$ cat src/rtl/rpn_pkg.sv
// rpn_pkg: shared types and constants for the RPN calculator sequencer.
//   state_e   : sequencer FSM states
//   op_e      : arithmetic operation selector for rpn_alu
//   tok_e     : latched token that decides where a PUSH continues
//   ASCII_*   : byte codes recognised on the receive stream
//   tok_to_op : maps a latched operator token onto an ALU operation
package rpn_pkg;

  typedef enum logic [2:0] {
    ST_IDLE = 3'd0,
    ST_PUSH = 3'd1,
    ST_OP   = 3'd2,
    ST_RES  = 3'd3,
    ST_POP  = 3'd4,
    ST_CLR  = 3'd5
  } state_e;

  typedef enum logic [1:0] {
    OP_ADD = 2'd0,
    OP_SUB = 2'd1,
    OP_MUL = 2'd2
  } op_e;

  typedef enum logic [2:0] {
    TOK_SPACE = 3'd0,
    TOK_ADD   = 3'd1,
    TOK_SUB   = 3'd2,
    TOK_MUL   = 3'd3,
    TOK_EQ    = 3'd4
  } tok_e;

  localparam logic [7:0] ASCII_0     = 8'h30;
  localparam logic [7:0] ASCII_9     = 8'h39;
  localparam logic [7:0] ASCII_SPACE = 8'h20;
  localparam logic [7:0] ASCII_PLUS  = 8'h2B;
  localparam logic [7:0] ASCII_MINUS = 8'h2D;
  localparam logic [7:0] ASCII_STAR  = 8'h2A;
  localparam logic [7:0] ASCII_EQ    = 8'h3D;
  localparam logic [7:0] ASCII_LC_C  = 8'h63;
  localparam logic [7:0] ASCII_UC_C  = 8'h43;
  localparam logic [7:0] ASCII_CR    = 8'h0D;

  function automatic op_e tok_to_op(input tok_e t);
    case (t)
      TOK_SUB: return OP_SUB;
      TOK_MUL: return OP_MUL;
      default: return OP_ADD;
    endcase
  endfunction

endpackage

$ cat src/rtl/rpn_alu.sv
// rpn_alu: combinational arithmetic for the RPN sequencer.
//   op : operation select
//   a  : left operand (entry below the stack top)
//   b  : right operand (stack top)
//   y  : a op b, low WIDTH bits (all operations wrap modulo 2^WIDTH)
module rpn_alu
  import rpn_pkg::*;
#(
  parameter int WIDTH = 16
) (
  input  op_e              op,
  input  logic [WIDTH-1:0] a,
  input  logic [WIDTH-1:0] b,
  output logic [WIDTH-1:0] y
);

  // Operation select; product is truncated by the WIDTH-bit result context.
  always_comb begin
    y = '0;
    case (op)
      OP_ADD:  y = a + b;
      OP_SUB:  y = a - b;
      OP_MUL:  y = a * b;
      default: y = '0;
    endcase
  end

endmodule

$ cat src/rtl/rpn_ctrl.sv
// rpn_ctrl: token-level sequencer of the RPN calculator.
// Accepts ASCII bytes, accumulates decimal literals, and is the only master
// of the operand stack (push / replace-with-result / pop). Results are
// offered to the TX side with a valid/ready handshake.
//   clk, rst                : clock, asynchronous active-high reset
//   rx_valid/rx_data/rx_ready : incoming byte stream
//   stk_wen/stk_din/stk_pop_cnt : stack command (pop first, then write)
//   stk_first/stk_second    : current top and next entry of the stack
//   res_valid/res_data/res_ready : result handshake
//   err                     : sticky error, cleared only by 'c'/'C'
module rpn_ctrl
  import rpn_pkg::*;
#(
  parameter int WIDTH = 16,
  parameter int DEPTH = 16
) (
  input  logic             clk,
  input  logic             rst,
  input  logic             rx_valid,
  input  logic [7:0]       rx_data,
  output logic             rx_ready,
  output logic             stk_wen,
  output logic [WIDTH-1:0] stk_din,
  output logic [1:0]       stk_pop_cnt,
  input  logic [WIDTH-1:0] stk_first,
  input  logic [WIDTH-1:0] stk_second,
  output logic             res_valid,
  output logic [WIDTH-1:0] res_data,
  input  logic             res_ready,
  output logic             err
);

  localparam int DW = $clog2(DEPTH + 1);
  localparam logic [DW-1:0] DEPTH_MAX = DW'(DEPTH);

  state_e           state;
  tok_e             tok;
  logic [WIDTH-1:0] acc;
  logic             num_pend;
  logic [DW-1:0]    depth;

  logic             push_ok;
  logic             op_ok;
  logic [1:0]       clr_pop;
  logic             is_digit;
  logic             is_clear;
  logic [WIDTH-1:0] digit_ext;
  logic [WIDTH-1:0] alu_y;

  assign push_ok   = (depth < DEPTH_MAX);
  assign op_ok     = (depth >= DW'(2));
  // min(depth, 2): below two entries the low bits already equal depth.
  assign clr_pop   = op_ok ? 2'd2 : depth[1:0];
  assign is_digit  = (rx_data >= ASCII_0) && (rx_data <= ASCII_9);
  assign is_clear  = (rx_data == ASCII_LC_C) || (rx_data == ASCII_UC_C);
  // ASCII digits carry their value in the low nibble.
  assign digit_ext = WIDTH'(rx_data[3:0]);

  rpn_alu #(.WIDTH(WIDTH)) u_alu (
    .op (tok_to_op(tok)),
    .a  (stk_second),
    .b  (stk_first),
    .y  (alu_y)
  );

  // Stack command decode from the current state and occupancy.
  always_comb begin
    stk_wen     = 1'b0;
    stk_din     = '0;
    stk_pop_cnt = 2'd0;
    case (state)
      ST_PUSH: begin
        if (push_ok) begin
          stk_wen = 1'b1;
          stk_din = acc;
        end else begin
          stk_wen = 1'b0;
        end
      end
      ST_OP: begin
        if (op_ok) begin
          stk_wen     = 1'b1;
          stk_din     = alu_y;
          stk_pop_cnt = 2'd2;
        end else begin
          stk_wen     = 1'b0;
        end
      end
      ST_POP:  stk_pop_cnt = 2'd1;
      ST_CLR:  stk_pop_cnt = clr_pop;
      default: stk_pop_cnt = 2'd0;
    endcase
  end

  // Handshake decode; reset forces state to IDLE, so res_valid drops at once.
  always_comb begin
    rx_ready  = (state == ST_IDLE);
    res_valid = (state == ST_RES) && (depth != '0);
    if (res_valid) begin
      res_data = stk_first;
    end else begin
      res_data = '0;
    end
  end

  // Sequencer FSM, accumulator, occupancy counter and sticky error.
  always_ff @(posedge clk or posedge rst) begin
    if (rst) begin
      state    <= ST_IDLE;
      tok      <= TOK_SPACE;
      acc      <= '0;
      num_pend <= 1'b0;
      depth    <= '0;
      err      <= 1'b0;
    end else begin
      case (state)
        ST_IDLE: begin
          if (rx_valid) begin
            if (is_clear) begin
              state    <= ST_CLR;
              err      <= 1'b0;
              acc      <= '0;
              num_pend <= 1'b0;
            end else if (err) begin
              state <= ST_IDLE;  // swallowed until cleared
            end else if (is_digit) begin
              acc      <= acc * WIDTH'(10) + digit_ext;
              num_pend <= 1'b1;
            end else if (rx_data == ASCII_SPACE) begin
              tok   <= TOK_SPACE;
              state <= num_pend ? ST_PUSH : ST_IDLE;
            end else if (rx_data == ASCII_PLUS || rx_data == ASCII_MINUS ||
                         rx_data == ASCII_STAR) begin
              tok   <= (rx_data == ASCII_PLUS)  ? TOK_ADD :
                       (rx_data == ASCII_MINUS) ? TOK_SUB : TOK_MUL;
              state <= num_pend ? ST_PUSH : ST_OP;
            end else if (rx_data == ASCII_EQ || rx_data == ASCII_CR) begin
              tok   <= TOK_EQ;
              state <= num_pend ? ST_PUSH : ST_RES;
            end else begin
              state <= ST_IDLE;
            end
          end
        end
        ST_PUSH: begin
          acc      <= '0;
          num_pend <= 1'b0;
          if (push_ok) begin
            depth <= depth + DW'(1);
            case (tok)
              TOK_SPACE: state <= ST_IDLE;
              TOK_EQ:    state <= ST_RES;
              default:   state <= ST_OP;
            endcase
          end else begin
            // overflow aborts the rest of the sequence, including any OP
            err   <= 1'b1;
            state <= ST_IDLE;
          end
        end
        ST_OP: begin
          if (op_ok) begin
            depth <= depth - DW'(1);
          end else begin
            err <= 1'b1;
          end
          state <= ST_IDLE;
        end
        ST_RES: begin
          if (depth == '0) begin
            err   <= 1'b1;
            state <= ST_IDLE;
          end else if (res_ready) begin
            state <= ST_POP;
          end
        end
        ST_POP: begin
          depth <= depth - DW'(1);
          state <= ST_IDLE;
        end
        ST_CLR: begin
          depth <= depth - DW'(clr_pop);
          if (depth == DW'(clr_pop)) begin
            state <= ST_IDLE;
          end
        end
        default: state <= ST_IDLE;
      endcase
    end
  end

endmodule

$ cat config.mk
export PLATFORM = sky130hd
export DESIGN_NAME = rpn_ctrl
export DESIGN_NICKNAME = d
export VERILOG_FILES = /design/src/rtl/rpn_pkg.sv /design/src/rtl/rpn_alu.sv /design/src/rtl/rpn_ctrl.sv
export SDC_FILE = /design/constraint.sdc
export NUM_CORES = 1
export LEC_CHECK = 0
export BUFFER_PORTS_ARGS = -buffer_cell sky130_fd_sc_hd__buf_2
export CAP_MARGIN = 15
export CORE_AREA = 4 4 168 130
export CTS_CLUSTER_SIZE = 12
export DETAILED_ROUTE_END_ITERATION = 10
export DIE_AREA = 0 0 172 134
export GPL_TIMING_DRIVEN = 0
export HOLD_SLACK_MARGIN = 0.15
export REMOVE_ABC_BUFFERS = 1
export SETUP_SLACK_MARGIN = 0.1
export SYNTH_ARGS = -nofsm -noshare
export SYNTH_HDL_FRONTEND = slang
export SYNTH_SLANG_ARGS = --single-unit
$ cat constraint.sdc
create_clock -name clk -period 6.9 [get_ports clk]
set_input_delay 0.69 -clock clk [delete_from_list [all_inputs] [get_ports clk]]
set_output_delay 0.69 -clock clk [all_outputs]
set_load 0.05 [all_outputs]
# Word-level counts from Yosys, hierarchy flattened
# Cells that the tools add are included.
[totals]
ff_bits = 29
input_bits = 44
out_inout_bits = 38
wordCells = 124
[op_classes]
add_sub_neg = 6
mul = 2
n_lt_le_gt_ge = 4
n_eq_ne = 31
mux = 52
n_bitwise = 3
n_reduce_logical = 20
[ops]
columns = ["operator", "count"]
rows = [
  ["$mux W16", 7],
  ["$pmux W16 S2", 2],
  ["$pmux W16 S3", 1],
  ["$eq A8 B6 Y1 const B", 5],
  ["$mux W3", 11],
  ["$pmux W5 S4", 1],
  ["$add A16 B16 Y16", 1],
  ["$add A16 B4 Y16", 1],
  ["$eq A8 B7 Y1 const B", 2],
  ["$mul A16 B16 Y16", 1],
  ["$mul A16 B3 Y15 const B", 1],
  ["$mux W2", 8],
  ["$sub A16 B16 Y16", 1],
  ["$mux W1", 13],
  ["$eq A3 B2 Y1 const B", 4],
  ["$ne A2 B2 Y1 const B", 6],
  ["$pmux W3 S4", 1],
  ["$reduce_and A6 Y1", 2],
  ["$mux W5", 2],
  ["$eq A3 B3 Y1 const B", 3],
  ["$eq A8 B4 Y1 const B", 1],
  ["$ge A8 B6 Y1 const B", 1],
  ["$le A8 B6 Y1 const B", 1],
  ["$pmux W2 S2", 2],
  ["28 further kinds", 40],
]

# Depth between registers and ports, before layout
# Gate-level depths: netlist (run 1).
[logic_depth]
word_depth = 10
mapped_depth = 21
ltp_nobuf = 21

# Hierarchy
# From an unflattened synthesis (run 1), not the netlist that was laid out.
[hier_totals]
hier_cells = 973
area_unflattened_um2 = 8035.2
[by_module_without_submodules]
columns = ["mod", "n_inst", "cells_each", "area_each_um2", "seq_area_each_um2"]
rows = [
  ["rpn_alu", 1, 629, 5089.9, 0.0],
  ["rpn_ctrl", 1, 344, 2945.3, 725.7],
]

# Worst setup path before layout (run 1)
# OpenSTA, ideal clock, no wires.
[synth_path]
kind = "input-to-output"
from = "input port stk_first[2]"
to = "output port stk_din[12]"
t_arrival_ps = 6493
t_required_ps = 6210
setup_slack_ps = -283
path_stages = 20
n_path_buf = 2
cell_sequence = "clkbuf_1 -> clkbuf_1 -> nand2_1 -> fa_1 -> fa_1 -> fa_1 -> fa_1 -> inv_1 -> fa_1 -> inv_1 -> fa_1 -> inv_1 -> ha_1 -> nand3_1 -> nand2_1 -> a41oi_1 -> nor2b_1 -> xnor2_1 -> o211ai_1 -> o21ai_0"
[synth_via]
elab_chain_cells = 4
elab_cells_between_ends = 6
cone_classes = "add/sub (2); mul (1); mux (3)"
[synth_rtl]
columns = ["item", "line", "source"]
rows = [
  ["from (decl)", "rpn_ctrl.sv:25", "input logic [WIDTH-1:0] stk_first,"],
  ["$mul A16 B16 Y16, or another cell as far along", "rpn_alu.sv:23", "OP_MUL: y = a * b;"],
  ["$pmux W16 S3 *", "rpn_alu.sv:20", "case (op)"],
  ["$mux W16 *", "rpn_ctrl.sv:81", "if (op_ok) begin"],
  ["$pmux W16 S2 *", "rpn_ctrl.sv:71", "case (state)"],
  ["to (decl)", "rpn_ctrl.sv:23", "output logic [WIDTH-1:0] stk_din,"],
]
# Every way passes the cells marked *; elsewhere a longest branch is shown, timed or not.

# Worst setup path after layout (run 1)
[layout_path]
from = "input port stk_second[7]"
to = "output port stk_din[15]"
[layout_via]
elab_chain_cells = 4
elab_cells_between_ends = 6
cone_classes = "add/sub (2); mul (1); mux (3)"
[layout_rtl]
columns = ["item", "line", "source"]
rows = [
  ["from (decl)", "rpn_ctrl.sv:26", "input logic [WIDTH-1:0] stk_second,"],
  ["$mul A16 B16 Y16, or another cell as far along", "rpn_alu.sv:23", ""],
  ["$pmux W16 S3 *", "rpn_alu.sv:20", ""],
  ["$mux W16 *", "rpn_ctrl.sv:81", ""],
  ["$pmux W16 S2 *", "rpn_ctrl.sv:71", ""],
]
# Marks and branches as above.

==> metrics.md, run 1 <==
| Metric | Value |
|---|---|
| HPWL Detailed | `around 18000 um` |
| Yosys reg bits | `29` |
| Area growth syn-to-layout | `11.8%` |
| Final Cell Area | `8900 um2` |
| Reg-to-reg slack, setup | `3.54 ns` |
| Setup Buffers After CTS | `0` |
| Antenna violations before repair | `1` |
| Fraction of the mapped netlist area in adder cells | `36.2%` |
| Post-synthesis simple-gate area fraction | `23.2%` |
| Post-route DRC | `0` |
| Chip height | `134 um` |
| Total grt overflow | `0` |
| Hold Slack | `0.428 ns` |
| Register area | `between 700 and 800 um2` |
| Met2 Usage GRT | `30.6%` |
| Die span in x | `172 um` |
| TritonCTS clock tree | `yes` |
| GRT Max-Usage Layer | `met1` |
| Reg2reg end | `acc[15]` |
| Gr usage total | `between 20% and 30%` |
| Cell family with the largest share of critical-path delay | `adder cells` |
| Crit path kind | `input pin to primary output` |
| CTS Sinks | `29` |
| Post-synthesis mux area share | `0.535%` |
| Pre-antenna DRT Iters | `5` |
| Max-slew violation count | `0` |
| Worst-path cell with the longest stage delay | `fa_1` |
| Hold Crit Class | `input pin to async pin` |
| Commonest non-fill, non-tap cells in the layout | `137 x inv_1, 128 x nand2_1, 95 x ha_1, 84 x and2_1, 84 x fa_1` |
| RePlAce Congestion | `0.845` |
| Number of flops mapped to enable cells by yosys | `0` |
| Max Fclk | `151 MHz` |
| Antenna diode count | `0` |
| Part of the cycle the worst path needs | `95.8%` |
| Final setup violation count | `0` |
| Largest net degree at the start of global routing | `30` |
| Std cell rows | `45` |
| Crit. End Element | `primary output` |
| Core Box Area | `20000 um2` |
| Status | `finished clean` |
| Crit-path max FO | `10` |
| Worst stage delay on the critical path | `about 0.58 ns` |
| # port buffers | `81` |
| R2R cell count | `12` |
| Top FF cell, synth | `dfrtp_1` |
| Initial Utilization | `39.7%` |
| First-pass GRT wire length | `37300 um` |
| Die ar. | `23000 um2` |
| Count of cell types in the netlist | `between 60 and 70` |
| Crit path arrival time | `5.92 ns` |
| H-tree depth | `2` |
| Syn Std Cell Area | `7960 um2` |
| Slew @ Worst Pin | `~0.77 ns` |
| Final setup skew | `0.00719 ns` |
| RSZ-0062 raised after global routing | `yes` |
| Crit-path cells | `buf_2 > and2_1 > fa_1 > inv_1 > fa_1 > inv_1 > fa_1 > fa_1 > fa_1 > inv_1 > fa_1 > inv_1 > ha_1 > or3_1 > o31ai_2 > xnor2_1 > a22oi_1 > o21ai_2 > buf_6` |
| Synth async-reset ratio | `100%` |
| Layout cell share with drive strength beyond 1 | `10.5%` |
| VDD IR-drop max | `0.332 mV` |
| DRT antenna net count | `0` |
| Grt met3 use | `2.68%` |
| # IOs | `82` |
| Fillers | `between 2000 and 2500` |
| Hold Vio Cnt, Final | `0` |
| Critical path data required time | `6.21 ns` |
| Syn Inst Count | `1010` |
| Drt total wl | `22300 um` |
| Pwr Total | `0.00301 W` |
| GRT met1 Usage | `about a third` |
| Via-to-Cell Ratio | `5.26` |
| Leak Pwr | `4.39 nW` |
| PwrDens | `338 nW/um2` |
| Synth Area per Inst | `7.88 um2` |
| Post-CTS Hold Fix Bufs | `0` |
| DR iter-0 viols | `between 400 and 500` |
| Setup crit start kind | `input pin` |
| Reg2reg start | `acc[1]` |
| Post-Synth XOR/XNOR Area | `9.75%` |
| Largest family of logic cells by synthesized area | `adder cells` |
| Setup TNS | `0 ns` |
| Compound-gate portion of the synthesized area | `12.9%` |
| Footprint of the multi-input gates | `6630 um2` |
| Vias in the first global route | `7022` |
| Crit path top cell by count | `fa_1` |
| Root Buffer | `clkbuf_16` |
| Final Critical Period | `about 6.6 ns` |
| Num CTS Buffers | `5` |
| Worst path bufs/invs | `6` |
| Synth warnings | `0` |
| Sequential element share of the synthesized area | `around 9.1%` |
| Nets | `1292` |
| Routed WL per cell | `16.8 um` |
| Slew HR | `48.5%` |
| Worst-path clk slew | `0.05 ns` |
| MaxCap Viol Count | `0` |
| Max Buffers Root-to-Sink | `2` |
| Clk Latency, worst-skew pair | `0.29 ns` |
| Vias | `~7000` |
| Placed cell area | `8600 um2` |
| Commonest non-fill, non-tap cell in the layout | `inv_1` |
[stage by stage]
step / setup WS [ns] / instances / utilization [%]
2_1_floorplan: 0.00154 / 975 / -
3_3_place_gp: -0.0822 / 1314 / 42.7
3_5_place_dp: -0.130 / 1318 / 42.9
4_1_cts: 0.0807 / 1326 / 44.0
5_1_grt: 0.0784 / 1327 / 44.4
6_report: 0.292 / 1327 / 44.4
[cell type report]
class                   instances  area share, %
well taps                     258           3.63
clock inverters                 2          0.422
inverters                     138           5.82
multi-input cells             808           74.5
flip-flops and latches         29           8.15
repair buffers                 86           5.90
clock buffers                   6           1.56
[how the worst max path moves through the flow]
stage	endpoint	slack, ns	depth (start not counted)	from
finish	stk_din[15]	0.29	19	stk_second[7]
CTS	stk_din[12]	0.08	21	stk_first[5]
detailed placement	stk_din[12]	-0.13	20	stk_first[2]
global route	stk_din[12]	0.08	21	stk_second[6]
floorplan	stk_din[12]	0.002	19	stk_first[6]
global placement	stk_din[12]	-0.08	21	stk_first[6]
[cell usage after synthesis (5+ instances only)]
cell      number  area (um2)
nor2_1        61         229
a22o_1         8        70.1
o21a_1        11        82.6
nand4_1        6        37.5
ha_1          96        1200
inv_1        137         514
and3_1         5        31.3
a31oi_1        9        56.3
nor2b_1       11        68.8
nor3_1        33         165
xnor2_1       67         587
dfrtp_1       29         726
xor2_1        19         166
clkbuf_1      32         120
and2_1        84         526
a21oi_1       48         240
or3_1          8        50.1
nand3_1       14        70.1
a21o_1         7        52.6
o31ai_1        5        37.5
o21ai_0       45         225
fa_1          84        1680
nand2_1      128         480
[cells by family (layout without fill, tap and decap cells)]
family                     Yosys count  count (layout)
AOI/OAI and AO/OA                  165             165
DFF                                 29              29
muxes                                4               4
other                                1               1
buffers and inverters              173             232
and+or+nand+nor                    371             371
xor gates and xnor gates            87              87
adders and majority gates          180             180
[flip-flops by register name, indices dropped and copies added (netlist names)]
name,cells
acc,16
depth,5
err,1
num_pend,1
state,3
tok,3
[layer usage]
metal,vias to the layer above,routed length (um)
li1,3417,-
met1,3398,11700
met2,155,9370
met3,10,1130
met4,0,106
met5,-,0
[timing repair]
item                       CTS  global route
resized for setup           15            21
gates cloned                 0             0
setup endpoints to repair    4             6
pin swaps                    1             3
[power breakdown]
group          switching [W]  internal [W]
Combinational        0.00134       0.00115
Sequential         0.0000598      0.000205
Clock              0.0000812      0.000180
Total                0.00148       0.00153
(Power assumes the default switching activity.)
==> run 2, diff against run 1 <==
--- a/config.mk
+++ b/config.mk
@@ -13,6 +13,7 @@
 export DIE_AREA = 0 0 172 134
 export GPL_TIMING_DRIVEN = 0
 export HOLD_SLACK_MARGIN = 0.15
+export MAX_ROUTING_LAYER = met4
 export REMOVE_ABC_BUFFERS = 1
 export SETUP_SLACK_MARGIN = 0.1
 export SYNTH_ARGS = -nofsm -noshare
==> run 2 against run 1 <==
  * Die area unchanged
  * Register-to-register slack is essentially flat
  * Largest power group unchanged
  * Clock power is essentially flat
  * Sequential cell count stayed put
==> metrics.md, run 2 (same netlist as run 1, synthesis figures left out) <==
| Metric | Value |
|---|---|
| Status | `finished clean` |
| DRT antenna net count | `0` |
| Part of the cycle the worst path needs | `95.7%` |
| H-tree depth | `2` |
| Final setup violation count | `0` |
| Final core occ | `44.4%` |
| Final setup skew | `a little under 0.008 ns` |
| Root Buffer | `clkbuf_16` |
| Max-slew violation count | `0` |
| Pre-antenna DRT Iters | `4` |
| MaxCap Viol Count | `0` |
| Num CTS Buffers | `5` |
| Commonest non-fill, non-tap cells in the layout | `137 x inv_1, 128 x nand2_1, 95 x ha_1, 84 x and2_1, 84 x fa_1` |
| # port buffers | `81` |
| HPWL Detailed | `17600 um` |
| Max reg flops | `16` |
| Met3 routed WL | `1150 um` |
| Std cell rows | `45` |
| WL met2 | `9440 um` |
| Largest regs | `acc: 16 flops, depth: 5 flops` |
| Crit path arrival time | `5.91 ns` |
| Core Box Area | `20000 um2` |
| Worst-path clk slew | `0.05 ns` |
| Antenna diode count | `0` |
| Max Fclk | `151 MHz` |
| Final worst slack | `0.297 ns` |
| Area growth syn-to-layout | `11.8%` |
| Leak Pwr | `4.39 nW` |
| Vias in the first global route | `about 7000` |
| Layout cell share with drive strength beyond 1 | `between 10% and 20%` |
| Setup Buffers After CTS | `0` |
| Nets | `1292` |
| Initial Utilization | `39.7%` |
| Crit-path max FO | `10` |
| Hold Crit Class | `input pin to async pin` |
| RSZ-0062 raised after global routing | `yes` |
| Pwr Total | `0.00301 W` |
| RePlAce Congestion | `0.858` |
| Fillers | `2063` |
| Hold Vio Cnt, Final | `0` |
| Antenna violations before repair | `1` |
| Hold Slack | `approximately 0.43 ns` |
| Reg2reg end | `acc[15]` |
| Reg with most FFs | `acc` |
| First-pass GRT wire length | `37300 um` |
| Final Critical Period | `6.60 ns` |
| Gr usage total | `20.8%` |
| Chip height | `134 um` |
| Crit path kind | `input pin to primary output` |
| Vias | `7001` |
| Setup crit start kind | `input pin` |
| Drt total wl | `roughly 22000 um` |
| Slew HR | `48.5%` |
| Max Buffers Root-to-Sink | `2` |
| Reg2reg start | `acc[1]` |
| DR iter-0 viols | `505` |
| Clk Latency, worst-skew pair | `0.29 ns` |
| Slew @ Worst Pin | `0.771 ns` |
| Crit. End Element | `primary output` |
| Post-route DRC | `0` |
| Top routing layer in use | `met4` |
| PwrDens | `339 nW/um2` |
| WL met1 | `approximately 12000 um` |
| Via-to-Cell Ratio | `5.28` |
| Total grt overflow | `0` |
| Commonest non-fill, non-tap cell in the layout | `inv_1` |
| VDD IR-drop max | `around 0.33 mV` |
| Critical path data required time | `~6.2 ns` |
| CTS Sinks | `29` |
| Reg-to-reg slack, setup | `approximately 3.5 ns` |
| # IOs | `82` |
| Routed WL per cell | `16.8 um` |
| Die ar. | `23000 um2` |
| Die span in x | `roughly 170 um` |
| TritonCTS clock tree | `yes` |
| R2R cell count | `12` |
| Setup WS pre-CTS | `-0.130 ns` |
| Largest net degree at the start of global routing | `30` |
## run 2: cell counts in the layout (fill, tap and decap cells not counted)
No cell type changed its count.
## run 2: cell type report
cell class / instances / area (um2) / area share (%)
multi-input combinational: 808 / 6630 / 74.5
inverter: 138 / 518 / 5.82
clock inverter: 2 / 37.5 / 0.422
sequential: 29 / 726 / 8.15
tap: 258 / 323 / 3.63
timing repair buffer: 86 / 526 / 5.90
clock buffer: 6 / 139 / 1.56
## run 2: metrics by stage
stage                     instances  instance area [um2]  TNS (ns)
after global placement         1314                 8550    -0.142
after global routing           1327                 8900         0
after detailed placement       1318                 8600    -0.161
final                          1327                 8900         0
after floorplan                 975                 7830         0
after CTS                      1326                 8820         0
## run 2: worst max path at each step
stage,startpoint,end,slack [ns]
floorplan,stk_first[6],stk_din[12],0.002
global placement,stk_first[6],stk_din[12],-0.08
detailed placement,stk_first[2],stk_din[12],-0.13
CTS,stk_first[5],stk_din[12],0.08
global route,stk_second[6],stk_din[12],0.08
finish,stk_second[7],stk_din[15],0.30
## run 2: repair_timing
action	4_1_cts	5_1_grt
resized for setup	15	21
endpoints found under the setup margin	4	6
hold buffers	0	0
endpoints found under the hold margin	0	0
pin swaps	1	3
## run 2: critical path: stages
cell     delay, ns
buf_2         0.20
and2_1        0.20
fa_1          0.54
inv_1         0.06
fa_1          0.52
inv_1         0.05
fa_1          0.52
fa_1          0.44
fa_1          0.58
inv_1         0.07
fa_1          0.53
inv_1         0.05
ha_1          0.23
or3_1         0.39
o31ai_2       0.26
xnor2_1       0.12
a22oi_1       0.19
o21ai_2       0.11
buf_6         0.17
## run 2: report_power, final
group	internal, W	total (W)	switching [W]
logic	0.00115	0.00249	0.00134
registers	0.000205	0.000265	0.0000598
clock network	0.000180	0.000261	0.0000813
## run 2: routing by layer
layer	GRT usage, %	vias to the layer above
met2	30.5	169
met3	2.56	8
met5	-	-
met4	1.57	0
met1	31.9	3405
li1	-	3419
